File: src/rtl/lcd_timing_pkg.sv
// Shared 1280x720 timing defaults, bus widths and test-bar colours for the LCD driver.
package lcd_timing_pkg;

    localparam int CNT_W = 12;
    localparam int POS_W = 11;
    localparam int RGB_W = 24;

    localparam int DEF_H_SYNC  = 40;
    localparam int DEF_H_BACK  = 220;
    localparam int DEF_H_DISP  = 1280;
    localparam int DEF_H_TOTAL = 1650;
    localparam int DEF_V_SYNC  = 5;
    localparam int DEF_V_BACK  = 20;
    localparam int DEF_V_DISP  = 720;
    localparam int DEF_V_TOTAL = 750;

    localparam logic [RGB_W-1:0] WHITE   = 24'hFFFFFF;
    localparam logic [RGB_W-1:0] YELLOW  = 24'hFFFF00;
    localparam logic [RGB_W-1:0] CYAN    = 24'h00FFFF;
    localparam logic [RGB_W-1:0] GREEN   = 24'h00FF00;
    localparam logic [RGB_W-1:0] MAGENTA = 24'hFF00FF;
    localparam logic [RGB_W-1:0] RED     = 24'hFF0000;
    localparam logic [RGB_W-1:0] BLUE    = 24'h0000FF;
    localparam logic [RGB_W-1:0] BLACK   = 24'h000000;

    typedef enum logic [2:0] {
        BAR_WHITE, BAR_YELLOW, BAR_CYAN, BAR_GREEN,
        BAR_MAGENTA, BAR_RED, BAR_BLUE, BAR_BLACK
    } bar_e;

    function automatic logic [RGB_W-1:0] bar_colour(input bar_e b);
        case (b)
            BAR_WHITE:   return WHITE;
            BAR_YELLOW:  return YELLOW;
            BAR_CYAN:    return CYAN;
            BAR_GREEN:   return GREEN;
            BAR_MAGENTA: return MAGENTA;
            BAR_RED:     return RED;
            BAR_BLUE:    return BLUE;
            default:     return BLACK;
        endcase
    endfunction

endpackage

File: src/rtl/lcd_pattern_gen.sv
// Eight equal-width vertical colour bars selected from the active-area column.
// Only instantiated when LCD_TEST_PATTERN_EN is defined.
module lcd_pattern_gen
    import lcd_timing_pkg::*;
#(
    parameter int H_DISP = DEF_H_DISP
) (
    input  logic [POS_W-1:0] xpos_i,
    output logic [RGB_W-1:0] colour_o
);

    localparam int BAR_W = H_DISP / 8;

    bar_e bar;

    // Threshold ladder instead of a divider: the last bar boundary crossed wins.
    always_comb begin
        bar = BAR_WHITE;
        for (int k = 1; k < 8; k++) begin
            if (int'(xpos_i) >= k * BAR_W) bar = bar_e'(3'(k));
        end
    end

    assign colour_o = bar_colour(bar);

endmodule

File: src/rtl/lcd_driver.sv
// Parameterised LCD timing generator: sync/DE timing, pixel request one cycle ahead of DE,
// registered outputs. Optional colour-bar test pattern under LCD_TEST_PATTERN_EN.
module lcd_driver
    import lcd_timing_pkg::*;
#(
    parameter int H_SYNC  = DEF_H_SYNC,
    parameter int H_BACK  = DEF_H_BACK,
    parameter int H_DISP  = DEF_H_DISP,
    parameter int H_TOTAL = DEF_H_TOTAL,
    parameter int V_SYNC  = DEF_V_SYNC,
    parameter int V_BACK  = DEF_V_BACK,
    parameter int V_DISP  = DEF_V_DISP,
    parameter int V_TOTAL = DEF_V_TOTAL
) (
    input  logic             lcd_clk,
    input  logic             sys_rst_n,
    input  logic [RGB_W-1:0] pixel_data,
`ifdef LCD_TEST_PATTERN_EN
    input  logic             pattern_en,
`endif
    output logic [POS_W-1:0] pixel_xpos,
    output logic [POS_W-1:0] pixel_ypos,
    output logic             data_req,
    output logic             lcd_hs,
    output logic             lcd_vs,
    output logic             lcd_de,
    output logic [RGB_W-1:0] lcd_rgb,
    output logic             frame_start
);

    // Request window opens one clock before the visible area so the registered DE lands on it.
    localparam logic [CNT_W-1:0] REQ_H_FIRST = CNT_W'(H_SYNC + H_BACK - 1);
    localparam logic [CNT_W-1:0] REQ_H_LAST  = CNT_W'(H_SYNC + H_BACK + H_DISP - 2);
    localparam logic [CNT_W-1:0] REQ_V_FIRST = CNT_W'(V_SYNC + V_BACK);
    localparam logic [CNT_W-1:0] REQ_V_LAST  = CNT_W'(V_SYNC + V_BACK + V_DISP - 1);
    localparam logic [CNT_W-1:0] H_LAST      = CNT_W'(H_TOTAL - 1);
    localparam logic [CNT_W-1:0] V_LAST      = CNT_W'(V_TOTAL - 1);
    localparam logic [CNT_W-1:0] H_SYNC_C    = CNT_W'(H_SYNC);
    localparam logic [CNT_W-1:0] V_SYNC_C    = CNT_W'(V_SYNC);

    logic [CNT_W-1:0] h_cnt_q, h_cnt_d;
    logic [CNT_W-1:0] v_cnt_q, v_cnt_d;
    logic             de_q, hs_q, vs_q, fs_q;
    logic [RGB_W-1:0] rgb_q, rgb_d;
    logic [RGB_W-1:0] src_rgb;

    always_comb begin
        h_cnt_d = h_cnt_q + 1'b1;
        v_cnt_d = v_cnt_q;
        if (h_cnt_q == H_LAST) begin
            h_cnt_d = '0;
            v_cnt_d = (v_cnt_q == V_LAST) ? '0 : v_cnt_q + 1'b1;
        end
    end

    assign data_req = (h_cnt_q >= REQ_H_FIRST) && (h_cnt_q <= REQ_H_LAST) &&
                      (v_cnt_q >= REQ_V_FIRST) && (v_cnt_q <= REQ_V_LAST);

    assign pixel_xpos = data_req ? POS_W'(h_cnt_q - REQ_H_FIRST) : '0;
    assign pixel_ypos = data_req ? POS_W'(v_cnt_q - REQ_V_FIRST) : '0;

`ifdef LCD_TEST_PATTERN_EN
    logic [RGB_W-1:0] bar_rgb;

    lcd_pattern_gen #(.H_DISP(H_DISP)) u_pattern (
        .xpos_i   (pixel_xpos),
        .colour_o (bar_rgb)
    );

    assign src_rgb = pattern_en ? bar_rgb : pixel_data;
`else
    assign src_rgb = pixel_data;
`endif

    assign rgb_d = data_req ? src_rgb : '0;

    always_ff @(posedge lcd_clk or negedge sys_rst_n) begin
        if (!sys_rst_n) begin
            h_cnt_q <= '0;
            v_cnt_q <= '0;
            de_q    <= 1'b0;
            rgb_q   <= '0;
            hs_q    <= 1'b1;
            vs_q    <= 1'b1;
            fs_q    <= 1'b0;
        end else begin
            h_cnt_q <= h_cnt_d;
            v_cnt_q <= v_cnt_d;
            de_q    <= data_req;
            rgb_q   <= rgb_d;
            hs_q    <= !(h_cnt_q < H_SYNC_C);
            vs_q    <= !(v_cnt_q < V_SYNC_C);
            fs_q    <= (h_cnt_q == '0) && (v_cnt_q == '0);
        end
    end

    assign lcd_de      = de_q;
    assign lcd_rgb     = rgb_q;
    assign lcd_hs      = hs_q;
    assign lcd_vs      = vs_q;
    assign frame_start = fs_q;

endmodule
File: config.mk
export PLATFORM = sky130hd
export DESIGN_NAME = lcd_driver
export DESIGN_NICKNAME = d
export VERILOG_FILES = /design/src/rtl/lcd_timing_pkg.sv /design/src/rtl/lcd_pattern_gen.sv /design/src/rtl/lcd_driver.sv
export SDC_FILE = /design/constraint.sdc
export NUM_CORES = 1
export LEC_CHECK = 0
export CAP_MARGIN = 25
export CORE_MARGIN = 5
export CORE_UTILIZATION = 35
export CTS_CLUSTER_SIZE = 16
export DETAILED_ROUTE_END_ITERATION = 12
export PLACE_DENSITY = 0.7
export RECOVER_POWER = 25
export SYNTH_ARGS = -nofsm -noshare
export SYNTH_HDL_FRONTEND = slang
export SYNTH_SLANG_ARGS = --single-unit
export TNS_END_PERCENT = 1
File: constraint.sdc
create_clock -name lcd_clk -period 3.41 [get_ports lcd_clk]
set_clock_uncertainty 0.2 [all_clocks]
set_input_delay 0.5115 -clock lcd_clk [delete_from_list [all_inputs] [get_ports lcd_clk]]
set_output_delay 0.5115 -clock lcd_clk [all_outputs]
set_load 0.03 [all_outputs]
==> reports/qor.yml, run 1 <==
run_status:
  status: "complete, but fails checks"
  violations: "max-capacitance violations, max-slew violations"
clock_network:
  htree_levels: 2
  clockBufferDepth: 2
  insertion_delay_ns: 0.31
  post_cts_buffers: 0
  clkTransAtPathRegs_ns: 0.10
  cts_root_buf: "clkbuf_8"
  ctsHoldBuffers: 0
  cts_buffers: 5
  clock_sinks: 52
  cts_tree: "built"
place:
  dp_hpwl_mm: 5.425
  place_area_um2: 3767
  gp_congestion: 0.9873
  portBuffers: 76
grt:
  groute.usage.overall: 0.1463
  antenna_found_initial: 0
  grt-ovfl-total: 0
  grt_max_degree: 39
  grt_pass1_wl_mm: 12.03
  grt_pass1_vias: 2382
logic_synthesis:
  yosysMostFrequentCell: "dfrtp_1"
  synth_commonest_cells: "50 x dfrtp_1, 26 x nor3b_1, 25 x nor3_1, 22 x nor2_1, 18 x clkbuf_1"
  synth.distinct_cells: 47
  synth_area_leaders: "dfrtp_1 43%, nor3b_1 6.8%, nor3_1 4.3%, xnor2_1 4.0%, xor2_1 4.0%"
  synth_top_area_frac: 0.4342
  synth.avg_cell_area_um2: 9.510
  synthCells: 303
  syn-num-nets: 337
  ys_seq_area_frac: 0.4525
  synth_edf_count: 0
  yosys_warnings: 0
  synth_ff_type: "dfrtp_1"
  ys_ff_latch: 52
  syn_area_um2: 2882
  synthArstFlopShare: 1.000
  synth_top_area_cell: "dfrtp_1"
sta:
  slew-limit-headroom: -0.3119
  fin_crit_sh: 0.9636
  setup_viol: 0
  rsz0062_at_grt: "true"
  clock.fmax_mhz: 304.3
  finalHoldViolCount: 0
  period_needed_ns: 3.286
  tightest_slew_ns: 1.968
  drv_slew: 39
critical_path:
  cp_max_fo: 7
  endpoint_kind: "output port"
  start_kind: "flip-flop"
  cp_slowest_stage_delay_ns: 0.62
  crit_slowest_cell: "or4_1"
  cp_cell_sequence: "or4_1 > o31ai_4 > o221ai_4 > nor4_1 > buf_4"
  criticalPathCategory: "flip-flop to output port"
  required_ns: 2.70
  cp.arrival_ns: 2.57
finish:
  final_nets: 407
  postLayoutCellArea_um2: 3910
  multiInputGateArea_um2: 1485
  fin_util: 0.4807
  antenna_cells: 0
  drive_gt1_frac: 0.1604
  area_delta_synth_final_pct: 35.69
  fill_cells: 761
  seqCellArea_um2: 1305
detailed_routing:
  first_pass_iters: 4
  vias: 2516
  wl_mm: 7.343
  drt-wirelength-per-cell_um: 15.33
  drtAntennaViolNets: 0
  drt_iter0_drc: 175
  drc: 0
  via_per_inst: 5.253
worst_hold_path:
  hp-class: "flip-flop to flip-flop"
floorplan:
  design.core.area_um2: 8134
  floorplan.die.width_um: 100.7
  io_pins: 77
  start_util: 0.3543
  die_h_um: 100.7
  rows: 33
  dieArea_um2: 10150
power_and_ir_drop:
  leakagePower_uw: 0.001729
  peakVddDrop_mv: 0.1706
  powerDensity_nw_per_um2: 279.8
run:
  maxCapViolCount: 1
-- state kept, by name, summed over array words and instances, names as in the netlist --
register / flops
v_cnt_q: 12
lcd_rgb: 24
h_cnt_q: 12
frame_start: 1
lcd_hs: 1
lcd_de: 1
lcd_vs: 1
-- stage by stage --
step	cells	power, uW	setup TNS, ns	worst slack (ns)	hold WS, ns
finish	479	1094	0	0.1241	0.3704
global route	479	1131	-0.07098	-0.03935	0.3982
CTS	479	1107	0	0.02607	0.1147
detailed placement	471	672.9	0	0.3101	0.3301
global placement	471	673.1	0	0.3375	0.3250
floorplan	303	632.5	0	0.09184	0.01591
-- worst paths after layout --
kind                              from             to  slack (ns)  cells after the start
hold / removal             h_cnt_q[11]    h_cnt_q[11]        0.37                      1
max in group asynchronous    sys_rst_n    v_cnt_q[11]        1.33                      1
setup reg to reg            h_cnt_q[8]     v_cnt_q[8]        0.81                      5
setup / recovery            h_cnt_q[8]  pixel_xpos[8]        0.12                      5
hold reg to reg            h_cnt_q[11]    h_cnt_q[11]        0.37                      1
min in group asynchronous    sys_rst_n     h_cnt_q[3]        0.54                      1
-- area by class of cell --
| cell class | instances | share of cell area |
|---|---|---|
| inverters | 5 | 0.004800 |
| clock buffers | 5 | 0.01760 |
| clock inverters | 3 | 0.01184 |
| flip-flops and latches | 52 | 0.3338 |
| multi-input cells | 217 | 0.3798 |
| repair buffers | 92 | 0.2186 |
| well taps | 105 | 0.03360 |
-- cell families after synthesis --
logic type / after synthesis / synth area share
adders and majority gates: 8 / 0.03474
xor gates and xnor gates: 26 / 0.07903
muxes: 4 / 0.01390
AOI/OAI and AO/OA: 33 / 0.07295
and+or+nand+nor: 146 / 0.2953
DFF: 52 / 0.4525
buffers and inverters: 34 / 0.05167
-- power by group --
| part | switching (uW) | internal [uW] |
|---|---|---|
| combinational | 15.0 | 28.3 |
| clock | 213 | 221 |
| sequential | 0 | 616 |
-- per-layer routing --
layer,vias up,wire length [um],GRT usage
met5,-,0,0
met4,0,65,0.03109
met3,5,536,0.02976
met2,94,3506,0.2425
met1,1213,3234,0.1976
li1,1204,-,-
-- layout by cell type, fill, tap and decap left out, drive strengths merged, types with 3 or more instances in the layout --
master / n
nand4: 7
dfrtp: 50
nor3: 26
nor2b: 6
xnor2: 13
nor3b: 26
or3: 3
clkdlybuf4s50: 52
or4: 4
clkbuf: 6
xor2: 13
a31oi: 3
ha: 8
nand2: 17
buf: 39
nor2: 22
mux2i: 4
a21oi: 5
and4: 3
o21ai: 12
inv: 6
nor4: 7
nand3: 15
and3: 3
-- timing repair --
action                     4_1_cts  5_1_grt
resized for setup                1        5
setup endpoints to repair        2        7
cloned                           0        0
-- critical path: cells and delay by family (launching register included) --
kind | cells | cell delay [ns]
and+or+nand+nor | 2 | 1.07
AOI/OAI and AO/OA | 2 | 0.47
DFF | 1 | 0.46
buffers and inverters | 1 | 0.25
(Power assumes the default switching activity.)
==> run 2, diff against run 1 <==
- CTS_CLUSTER_DIAMETER: not set -> 30
- REMOVE_ABC_BUFFERS: not set -> 1
==> run 2 against run 1 <==
Against the previous run: the run still ends with max-capacitance violations, max-slew violations left; global-route usage decreased by 0.46 points; worst setup slack improved by 0.0063 ns; count of clock-buffer cells in the layout unchanged; routed wire length decreased by 2.9%; core utilization increased by 1.3 points; final cell count increased by 1.0%; largest cell class unchanged.
==> reports/qor.yml, run 2 (synthesis gave the netlist of run 1 again) <==
clock_network:
  clock_sinks: 52  # unchanged
  insertion_delay_ns: 0.31  # about the same
  clockBufferDepth: 2  # unchanged
  cts_buffers: 5  # unchanged
  cts_root_buf: "clkbuf_8"
  ctsHoldBuffers: 0  # unchanged
  htree_levels: 2  # unchanged
  cts_tree: "built"
  clkTransAtPathRegs_ns: 0.10  # about the same
floorplan:
  io_pins: 77  # unchanged
  rows: 33  # unchanged
  design.core.area_um2: 8134  # unchanged
  start_util: 0.3543  # unchanged
  die_h_um: 100.7  # unchanged
  floorplan.die.width_um: 100.7  # unchanged
  dieArea_um2: 10150  # unchanged
sta:
  slew-limit-headroom: -0.09033  # +0.2216
  setup_viol: 0  # unchanged
  drv_slew: 29  # -26%
  finalHoldViolCount: 0  # unchanged
  period_needed_ns: 3.280  # -0.006349 ns
  tightest_slew_ns: 1.636  # -0.3323 ns
  rsz0062_at_grt: "false"
  clock.fmax_mhz: 304.9  # +0.19%
  fin_crit_sh: 0.9617  # -0.001862
finish:
  mostFrequentLayoutCells: "52 x clkdlybuf4s50_1, 50 x dfrtp_1, 32 x buf_4"
  area_delta_synth_final_pct: 39.30
  postLayoutCellArea_um2: 4014  # +2.7%
  final_nets: 412  # +1.2%
  largest_register_ffs: 24  # unchanged
  antenna_cells: 0  # unchanged
  drive_gt1_frac: 0.1741  # +0.01371
  layout_commonest_cell: "clkdlybuf4s50_1"
  fill_cells: 760  # -0.13%
detailed_routing:
  via_per_inst: 5.058  # -3.7%
  wl_mm: 7.129  # -2.9%
  drt-wirelength-per-cell_um: 14.73  # -3.9%
  first_pass_iters: 4  # unchanged
  drc: 0  # unchanged
  vias: 2448  # -2.7%
  drtAntennaViolNets: 0  # unchanged
  drt_iter0_drc: 138  # -21%
critical_path:
  required_ns: 2.70  # about the same
  r2r_start: "h_cnt_q[8]"
  crit_start: "h_cnt_q[8]"
  start_kind: "flip-flop"
  criticalPathCategory: "flip-flop to output port"
  endpoint_kind: "output port"
  cp_max_fo: 9  # +2
  cp.arrival_ns: 2.57  # about the same
place:
  gp_congestion: 0.8597  # -13%
  place_area_um2: 3857  # +2.4%
  portBuffers: 76  # unchanged
  dp_hpwl_mm: 5.215  # -3.9%
power_and_ir_drop:
  p_sw_frac: 0.2263  # +0.01777
  clock_power_share: 0.354  # -0.043
  p_int_uw: 789.9  # -8.8%
  p_total_uw: 1021  # -6.7%
  powerDensity_nw_per_um2: 254.4  # -9.1%
  combPwrFrac: 0.042  # +0.002
  seqPwrFrac: 0.604  # +0.041
  leakagePower_uw: 0.001750  # +1.2%
  peakVddDrop_mv: 0.1602  # -6.1%
  p_switching_uw: 231.0  # +1.3%
grt:
  groute.usage.overall: 0.1417  # -0.004570
  grt_pass1_vias: 2371  # -0.46%
  grt_max_degree: 29  # -26%
  grt_pass1_wl_mm: 11.67  # -3.0%
  antenna_found_initial: 0  # unchanged
  grt-ovfl-total: 0  # unchanged
worst_hold_path:
  min_from: "h_cnt_q[11]"
  hp-class: "flip-flop to flip-flop"
run_status:
  violations: "max-capacitance violations, max-slew violations"
  status: "complete, but fails checks"
run:
  maxCapViolCount: 1  # unchanged
## run 2: changes by cell type in the layout (fill, tap and decap cells not counted), sizes merged
cell,previous run,this run
clkinv,0,1
clkbuf,6,8
bufinv,1,0
clkinvlp,1,2
buf,39,42
inv,6,5
## run 2: final timing paths
| kind | end | slack [ns] | cells after the start |
|---|---|---|---|
| max in group asynchronous | lcd_rgb[15] | 0.73 | 2 |
| worst min-delay path | h_cnt_q[11] | 0.35 | 1 |
| worst max-delay path | pixel_xpos[8] | 0.13 | 6 |
| min in group asynchronous | lcd_rgb[20] | 0.40 | 1 |
| worst min register to register | h_cnt_q[11] | 0.35 | 1 |
| worst max register to register | v_cnt_q[8] | 0.86 | 5 |
## run 2: worst max-delay path, cell delays in order (launching register included)
cell and delay, ns:
dfrtp_1 0.46, or4_4 0.59, o31ai_4 0.29, o221ai_4 0.21, buf_4 0.19, nor4_1 0.29, buf_4 0.23
## run 2: power groups by stage
stage	Sequential, uW	Combinational, uW	Clock [uW]
6_report	616	43.1	362
5_1_grt	616	47.7	399
4_1_cts	616	45.5	375
3_5_place_dp	628	44.8	0
3_3_place_gp	628	45.1	0
2_1_floorplan	629	3.93	0
## run 2: timing repair
item	CTS	global route
setup buffers	0	3
endpoints found under the setup margin	15	15
resized for setup	1	9
## run 2: area by class of cell
cell class              count  area, um2  share of cell area
multi-input cells         217       1504              0.3747
clock inverters             3      23.77            0.005923
flip-flops and latches     52       1304              0.3248
well taps                 105      131.4             0.03273
repair buffers             97      963.4              0.2400
clock buffers               5      68.82             0.01714
inverters                   5      18.77            0.004676
## run 2: layer usage
| layer | vias up | wire length [um] | global-route usage |
|---|---|---|---|
| met5 | - | 0 | 0 |
| met4 | 0 | 63 | 0.03316 |
| met3 | 7 | 537 | 0.03391 |
| met2 | 82 | 3527 | 0.2385 |
| met1 | 1152 | 3001 | 0.1840 |
| li1 | 1207 | - | - |
## run 2: metrics by stage
| stage | utilization | hold slack [ns] | cells | worst slack, ns | TNS (ns) |
|---|---|---|---|---|---|
| after floorplan | - | 0.01591 | 274 | -0.9700 | -24.68 |
| after global placement | 0.4742 | 0.3197 | 473 | 0.3051 | 0 |
| after detailed placement | 0.4742 | 0.3297 | 473 | 0.1741 | 0 |
| after CTS | 0.4862 | 0.05410 | 481 | -0.06966 | -0.3133 |
| after global routing | 0.4935 | 0.3986 | 484 | 0.02801 | 0 |
| final | 0.4935 | 0.3482 | 484 | 0.1304 | 0 |
==> run 3, diff against run 2 <==
- CORE_ASPECT_RATIO: not set -> 1.75
==> run 3 against run 2 <==
Against the previous run: the flow still finishes with violations (max-capacitance violations, max-slew violations); fmax fell by 2.1%; final cell count fell by 3.3%; register-to-register slack barely moved; combinational power rose by 4.9%; worst setup slack got worse by 0.069 ns; sequential cell count did not move; sequential power barely moved; core utilization rose by 2.0 points; critical path depth did not move; die area rose by 0.71%; worst hold slack got worse by 0.0072 ns.
==> reports/qor.yml, run 3 (synthesis gave the netlist of run 1 again) <==
run_status:
  status: "complete, but fails checks"
  violations: "max-capacitance violations, max-slew violations"
critical_path:
  r2r_start: "h_cnt_q[8]"
  cp_cell_sequence: "or4_1 > o31ai_2 > o221ai_4 > buf_4 > nor3_1 > buf_12"
  crit_slowest_cell: "or4_1"
  cp_max_fo: 7  # -2
  cp_slowest_stage_delay_ns: 0.60  # about the same
  required_ns: 2.70  # about the same
  cp.arrival_ns: 2.64  # +0.07 ns
  endpoint_kind: "output port"
  rr_endpoint: "v_cnt_q[11]"
  ff2ff_setup_slack_ns: 0.87  # about the same
  start_kind: "flip-flop"
  rr_worst_depth: 5  # unchanged
  criticalPathCategory: "flip-flop to output port"
detailed_routing:
  wl_mm: 7.296  # +2.3%
  first_pass_iters: 4  # unchanged
  vias: 2450  # +0.082%
  drt-wirelength-per-cell_um: 15.59  # +5.8%
  drt_iter0_drc: 105  # -24%
  drtAntennaViolNets: 0  # unchanged
  via_per_inst: 5.235  # +3.5%
  drc: 0  # unchanged
grt:
  grt_pass1_wl_mm: 11.76  # +0.77%
  grt_max_degree: 43  # +48%
  grt_pass1_vias: 2481  # +4.6%
  antenna_found_initial: 0  # unchanged
  grt-ovfl-total: 0  # unchanged
  groute.usage.overall: 0.1466  # +0.004913
sta:
  fin_crit_sh: 0.9820  # +0.02030
  clock.fmax_mhz: 298.6  # -2.1%
  drv_slew: 42  # +45%
  rsz0062_at_grt: "true"
  setup_tns_ns: 0  # unchanged
  slew-limit-headroom: -0.2171  # -0.1267
  period_needed_ns: 3.349  # +0.06922 ns
  setup_ws_ns: 0.06123  # -0.06922 ns
  tightest_slew_ns: 1.826  # +0.1901 ns
  finalHoldViolCount: 0  # unchanged
  setup_viol: 0  # unchanged
floorplan:
  io_pins: 77  # unchanged
  rows: 43  # +30%
  design.core.area_um2: 7963  # -2.1%
  die_h_um: 130.0  # +29%
  floorplan.die.width_um: 78.59  # -22%
  start_util: 0.3619  # +0.007626
  dieArea_um2: 10220  # +0.71%
clock_network:
  clockBufferDepth: 2  # unchanged
  clkTransAtPathRegs_ns: 0.07  # -0.03 ns
  cts_root_buf: "clkbuf_16"
  cts_tree: "built"
  clock_sinks: 52  # unchanged
  insertion_delay_ns: 0.29  # -0.02 ns
  htree_levels: 2  # unchanged
  cts_buffers: 5  # unchanged
finish:
  area_delta_synth_final_pct: 41.99
  antenna_cells: 0  # unchanged
  drive_gt1_frac: 0.1667  # -0.007476
  fill_cells: 741  # -2.5%
  largest_register_ffs: 24  # unchanged
  mostFrequentLayoutCells: "52 x clkdlybuf4s50_1, 50 x dfrtp_1, 28 x buf_4"
  final_nets: 411  # -0.24%
  layout_commonest_cell: "clkdlybuf4s50_1"
run:
  maxCapViolCount: 1  # unchanged
place:
  portBuffers: 76  # unchanged
  gp_congestion: 0.8559  # -0.44%
  pre_cts_ws_ns: 0.1913  # +0.01726 ns
  dp_hpwl_mm: 5.414  # +3.8%
worst_hold_path:
  worstHoldPathCells: 1  # unchanged
  min_from: "h_cnt_q[11]"
  hp-class: "flip-flop to flip-flop"
  hold_end: "h_cnt_q[11]"
power_and_ir_drop:
  leakagePower_uw: 0.001804  # +3.1%
  powerDensity_nw_per_um2: 286.8  # +13%
  peakVddDrop_mv: 0.2143  # +34%
## run 3: changes by cell type in the layout (fill, tap and decap cells not counted), sizes merged
cell / previous run / this run
clkbuf: 8 / 6
buf: 42 / 41
clkinvlp: 2 / 1
dlygate4sd3: 0 / 1
dlymetal6s4s: 0 / 1
inv: 5 / 6
## run 3: cell type report
class | instances | area, um2 | share of cell area
timing repair buffer | 96 | 1017 | 0.2486
clock buffer | 5 | 125.1 | 0.03058
clock inverter | 3 | 27.53 | 0.006728
sequential | 52 | 1304 | 0.3187
inverter | 5 | 18.77 | 0.004587
multi-input combinational | 217 | 1486 | 0.3633
tap | 90 | 112.6 | 0.02752
## run 3: routing by layer
layer / vias up / GRT usage / routed length, um
li1: 1210 / - / -
met1: 1154 / 0.1557 / 2708
met2: 71 / 0.2614 / 3990
met3: 15 / 0.03798 / 383
met4: 0 / 0.08136 / 214
met5: - / 0 / 0
## run 3: where the power goes
| part | total, uW | switching (uW) | internal, uW |
|---|---|---|---|
| clock network | 512 | 233 | 278 |
| logic | 45.2 | 15.2 | 30.0 |
| registers | 617 | 0 | 617 |
| total | 1170 | 249 | 925 |
## run 3: worst max-delay path by stage
| stage | start | to | slack, ns | cells after the start |
|---|---|---|---|---|
| finish | h_cnt_q[8] | pixel_xpos[4] | 0.06 | 6 |
| floorplan | h_cnt_q[8] | pixel_xpos[8] | -0.97 | 4 |
| detailed placement | h_cnt_q[8] | pixel_ypos[6] | 0.19 | 6 |
| CTS | h_cnt_q[8] | pixel_xpos[4] | 0.007 | 6 |
| global placement | h_cnt_q[8] | pixel_ypos[4] | 0.29 | 6 |
| global route | h_cnt_q[8] | pixel_ypos[7] | -0.04 | 6 |
## run 3: per-stage QoR
| stage | instance area [um2] | total power [uW] | hold WS (ns) | std cells | util |
|---|---|---|---|---|---|
| 6_report | 4091 | 1173 | 0.3410 | 468 | 0.5138 |
| 5_1_grt | 4091 | 1221 | 0.3578 | 468 | 0.5138 |
| 4_1_cts | 4046 | 1197 | 0.1917 | 466 | 0.5082 |
| 3_5_place_dp | 3874 | 672.5 | 0.3247 | 456 | 0.4865 |
| 3_3_place_gp | 3874 | 672.4 | 0.3224 | 456 | 0.4865 |
| 2_1_floorplan | 2751 | 632.5 | 0.01591 | 274 | - |
## run 3: timing repair
item | CTS | global route
resized for setup | 1 | 5
setup buffers | 2 | 0
endpoints found under the setup margin | 9 | 20
hold endpoints to repair | 0 | 1
hold buffers | 0 | 1
## run 3: worst max-delay path: cells and delay by family, from the launching register on
family | cells | cell delay, ns
DFF | 1 | 0.45
AOI/OAI and AO/OA | 2 | 0.57
buffers and inverters | 2 | 0.38
and+or+nand+nor | 2 | 0.93
